`src/rtl/fmap_window_scanner.sv`:
```
// fmap_window_scanner: raster-scans one feature-map channel and presents the
// top-left address and output coordinates of each KxK window, one per cycle,
// holding the current window while the consumer stalls.
module fmap_window_scanner #(
    parameter int IMG_W  = 28,
    parameter int IMG_H  = 28,
    parameter int K      = 3,
    parameter int STRIDE = 1,
    parameter int ADDR_W = 10,
    parameter int CRD_W  = 8
) (
    input  logic              clk,
    input  logic              rst_n,
    input  logic              start,
    input  logic              stall,
    input  logic              all_done,
    output logic              win_valid,
    output logic [ADDR_W-1:0] base_addr,
    output logic [CRD_W-1:0]  out_row,
    output logic [CRD_W-1:0]  out_col,
    output logic              channel_done,
    output logic              busy
);

    localparam int OUT_W = (IMG_W - K) / STRIDE + 1;
    localparam int OUT_H = (IMG_H - K) / STRIDE + 1;

    localparam logic [CRD_W-1:0]  LAST_COL = CRD_W'(OUT_W - 1);
    localparam logic [CRD_W-1:0]  LAST_ROW = CRD_W'(OUT_H - 1);
    localparam logic [ADDR_W-1:0] COL_STEP = ADDR_W'(STRIDE);
    localparam logic [ADDR_W-1:0] ROW_STEP = ADDR_W'(STRIDE * IMG_W);

    typedef enum logic [1:0] {
        S_IDLE,
        S_SCAN,
        S_DONE
    } state_t;

    state_t            state_q;
    logic              win_valid_q;
    logic              channel_done_q;
    logic              busy_q;
    logic [ADDR_W-1:0] addr_q;
    logic [ADDR_W-1:0] row_base_q;
    logic [CRD_W-1:0]  row_q;
    logic [CRD_W-1:0]  col_q;

    logic accept;
    logic at_last_col;
    logic at_last_row;

    // Window handshake and end-of-row / end-of-map detection.
    always_comb begin
        accept      = win_valid_q && !stall;
        at_last_col = (col_q == LAST_COL);
        at_last_row = (row_q == LAST_ROW);
    end

    // Scan FSM; row_base_q tracks column 0 of the current row so the address
    // advances by adds only.
    always_ff @(posedge clk) begin
        if (!rst_n) begin
            state_q        <= S_IDLE;
            win_valid_q    <= 1'b0;
            channel_done_q <= 1'b0;
            busy_q         <= 1'b0;
            addr_q         <= '0;
            row_base_q     <= '0;
            row_q          <= '0;
            col_q          <= '0;
        end else begin
            case (state_q)
                S_IDLE: begin
                    if (start && !all_done) begin
                        state_q     <= S_SCAN;
                        win_valid_q <= 1'b1;
                        busy_q      <= 1'b1;
                        addr_q      <= '0;
                        row_base_q  <= '0;
                        row_q       <= '0;
                        col_q       <= '0;
                    end
                end
                S_SCAN: begin
                    if (accept) begin
                        if (!at_last_col) begin
                            col_q  <= col_q + 1'b1;
                            addr_q <= addr_q + COL_STEP;
                        end else if (!at_last_row) begin
                            col_q      <= '0;
                            row_q      <= row_q + 1'b1;
                            addr_q     <= row_base_q + ROW_STEP;
                            row_base_q <= row_base_q + ROW_STEP;
                        end else begin
                            state_q        <= S_DONE;
                            win_valid_q    <= 1'b0;
                            channel_done_q <= 1'b1;
                        end
                    end
                end
                S_DONE: begin
                    state_q        <= S_IDLE;
                    channel_done_q <= 1'b0;
                    busy_q         <= 1'b0;
                    addr_q         <= '0;
                    row_base_q     <= '0;
                    row_q          <= '0;
                    col_q          <= '0;
                end
                default: begin
                    state_q        <= S_IDLE;
                    win_valid_q    <= 1'b0;
                    channel_done_q <= 1'b0;
                    busy_q         <= 1'b0;
                end
            endcase
        end
    end

    assign win_valid    = win_valid_q;
    assign base_addr    = addr_q;
    assign out_row      = row_q;
    assign out_col      = col_q;
    assign channel_done = channel_done_q;
    assign busy         = busy_q;

endmodule
```
`config.mk`:
```
export PLATFORM = sky130hd
export DESIGN_NAME = fmap_window_scanner
export DESIGN_NICKNAME = d
export VERILOG_FILES = /design/src/rtl/fmap_window_scanner.sv
export SDC_FILE = /design/constraint.sdc
export NUM_CORES = 1
export LEC_CHECK = 0
export ABC_AREA = 1
export CORE_MARGIN = 3
export CORE_UTILIZATION = 59
export CTS_CLUSTER_DIAMETER = 80
export DETAILED_ROUTE_END_ITERATION = 8
export PLACE_DENSITY_LB_ADDON = 0.05
export SYNTH_ARGS = -nofsm -noshare
export SYNTH_HDL_FRONTEND = slang
export SYNTH_SLANG_ARGS = --single-unit
export TNS_END_PERCENT = 100
```
`constraint.sdc`:
```
create_clock -name clk -period 2.6 [get_ports clk]
set_clock_uncertainty 0.15 [all_clocks]
set_input_delay 0.52 -clock clk [delete_from_list [all_inputs] [get_ports clk]]
set_output_delay 0.52 -clock clk [all_outputs]
set_load 0.01 [all_outputs]
```
==> out/qor.csv <==
metric,value,unit
status,finished clean,
final hold violation count,0,
post-cts gate resize count,0,
Main synth FF type,dfxtp_1,
Post-CTS Hold Buffers,0,
period utilization,0.803,
crit path cell chain,inv_1 -> ha_1 -> nand2_1 -> nor2_1 -> nand2_2 -> nand2_2 -> nand3_4 -> clkinv_2 -> nand2_1 -> a21oi_1,
multiplexer share of the synthesized area,0,
max_cap viols,0,
Post-synth EDFFs,0,
# rows,22,
DP HPWL,4.30,mm
Via density,5.41,
Placed Instance Area,2790,um^2
Core Footprint,3830,um^2
"CTS clk-pin slew, worst paths",80,ps
M1 GR Usage,0.336,
nets@finish,433,
cell taking the most area after synthesis,dfxtp_1,
Post-Syn Area,2460,um^2
fraction of layout instances using a drive strength above 1,0.0804,
"Warnings, synthesis",0,
Die Y,70.5,um
#FFs+latches synth,39,
"IR drop worst, VDD",0.724,mV
number of port buffers,33,
CTS tree,yes,
CP max-delay cell,dfxtp_1,
crit path capture type,flop,
Post-Syn Instances,389,
Synth top area share,0.318,
violation count after the first detailed-route iteration,257,
synthesized-area fraction occupied by adder cells,0.0306,
Final Routed Wirelength,6.03,mm
first-pass GRT wire length,10.4,mm
DRT antenna net count,0,
Synth area leaders,"dfxtp_1 32%, nand2_1 17%, inv_1 7.8%",
Starting Density,0.642,
Critical Path Max Stage Delay,420,ps
critical path arrival,2120,ps
initial antenna violation count,0,
global route hottest layer,met2,
"count leader, synth",nand2_1,
grt ovf,0,
WL/cell,12.8,um
Place WS,256,ps
Crit path max-delay family,simple AND/OR/NAND/NOR gates,
Leakage,1.18,nW
IO Pins,34,
Power Density,820,nW/um^2
top post-synthesis cells by count,"109 x nand2_1, 51 x inv_1, 48 x nor2_1",
Fmax achieved,0.479,GHz
Die Width,70.5,um
Post-Synth Simple-Gate Area,0.397,
met2 Use GR,0.414,
CP bufs+invs,2,
WP data required,2630,ps
Synth Area per Inst,6.31,um^2
Synth Area in Compound Gates,0.119,
Pre-antenna DRT Iters,5,
GP Congestion,0.905,
area grow syn2layout,17.5,%
postcts setup bufs,0,
H-Tree Depth,2,
die area,4970,um^2
largest net degree at the start of global routing,25,
setup TNS,0,ps
asr flop ratio synth,0,
Clock Latency Late Sink,290,ps
Synth Area in XOR/XNOR,0.0178,
final worst slack,511,ps
Final setup violation count,0,
Crit Path Class,reg2reg,
# diodes,0,
Pins Over Slew Limit,0,
biggest fanout along the worst timing path,24,
DRC Markers,0,
sequential share of the synthesized area,0.318,
"Min Clock Period, post-route",2090,ps
Least-Margin Pin Slew,368,ps
Hold WC Path Type,reg2reg,
vias,2549,
CTS Buf Count,5,
Mapped Nets,400,
Rel. slew slack,0.754,
synth unique cells,29,
GRT Util Overall,0.255,
RSZ-0062 raised after global routing,no,
CTS root buf,clkbuf_8,
vias in the first global route,2335,
clock sinks,39,
GR Layer Usage met3,0.0489,
largest family of logic cells by synthesized area,simple AND/OR/NAND/NOR gates,
crit start category,flop,
CTS Buffer Depth,2,
post-route cell area,2890,um^2
-- state kept, by name, indices dropped and copies added (netlist names) --
signal	flops
state_q	2
row_base_q	8
base_addr	10
out_col	8
channel_done	1
win_valid	1
busy	1
out_row	8
-- per-stage QoR --
| stage | total power [mW] | instances | hold slack [ps] | utilization |
|---|---|---|---|---|
| 3_3_place_gp | 1.88 | 463 | 313 | 0.728 |
| 5_1_grt | 2.55 | 471 | 343 | 0.754 |
| 6_report | 2.37 | 471 | 333 | 0.754 |
| 4_1_cts | 2.37 | 471 | 330 | 0.754 |
| 3_5_place_dp | 1.90 | 463 | 319 | 0.728 |
| 2_1_floorplan | 1.70 | 389 | 299 | - |
-- final timing paths --
path	startpoint	endpoint	slack (ps)	cells after the start
worst max-delay path	out_col[1]	out_row[4]	510	10
worst max register to register	out_col[1]	out_row[4]	510	10
worst min-delay path	row_base_q[3]	row_base_q[3]	330	2
worst min register to register	row_base_q[3]	row_base_q[3]	330	2
-- final cells by class --
cell class              count  area [um^2]
inverters                  55          208
multi-input cells         285         1390
fillers                   312          940
clock buffers               8          100
well taps                  48         60.1
flip-flops and latches     39          781
repair buffers             36          353
-- kinds of logic after synthesis --
family | count (synthesis)
flops | 39
compound gates | 54
simple gates | 220
buf+inv | 65
fa+ha+maj | 6
xor+xnor | 5
-- worst reg2reg max path: stages, from the launching register on --
cell and delay (ps):
dfxtp_1 420, inv_1 70, ha_1 200, nand2_1 70
nor2_1 40, nand2_2 200, nand2_2 150, nand3_4 280
clkinv_2 230, nand2_1 120, a21oi_1 60
-- routing by layer --
| metal | wire length [um] | up-vias |
|---|---|---|
| met2 | 2910 | 102 |
| met4 | 96 | 0 |
| met3 | 376 | 10 |
| met5 | 0 | - |
| li1 | - | 1297 |
| met1 | 2650 | 1140 |
-- power by group --
| group | internal (mW) | switching, mW |
|---|---|---|
| clock | 0.242 | 0.217 |
| sequential | 0.695 | 0.102 |
| combinational | 0.349 | 0.760 |
| total | 1.29 | 1.08 |
-- layout by cell type, fill, tap and decap left out, drive strengths merged --
cell             n
ha               6
nand4            7
a21oi           31
xnor2            1
clkbuf           8
nand3           35
clkdlybuf4s50   33
o21ai           18
a31o             1
nand2          117
o21bai           4
xor2             4
buf              3
dfxtp           39
or2              1
nor3             4
nor2            54
nor3b            2
clkinv           1
inv             54
Power figures use the tool's default switching activity.
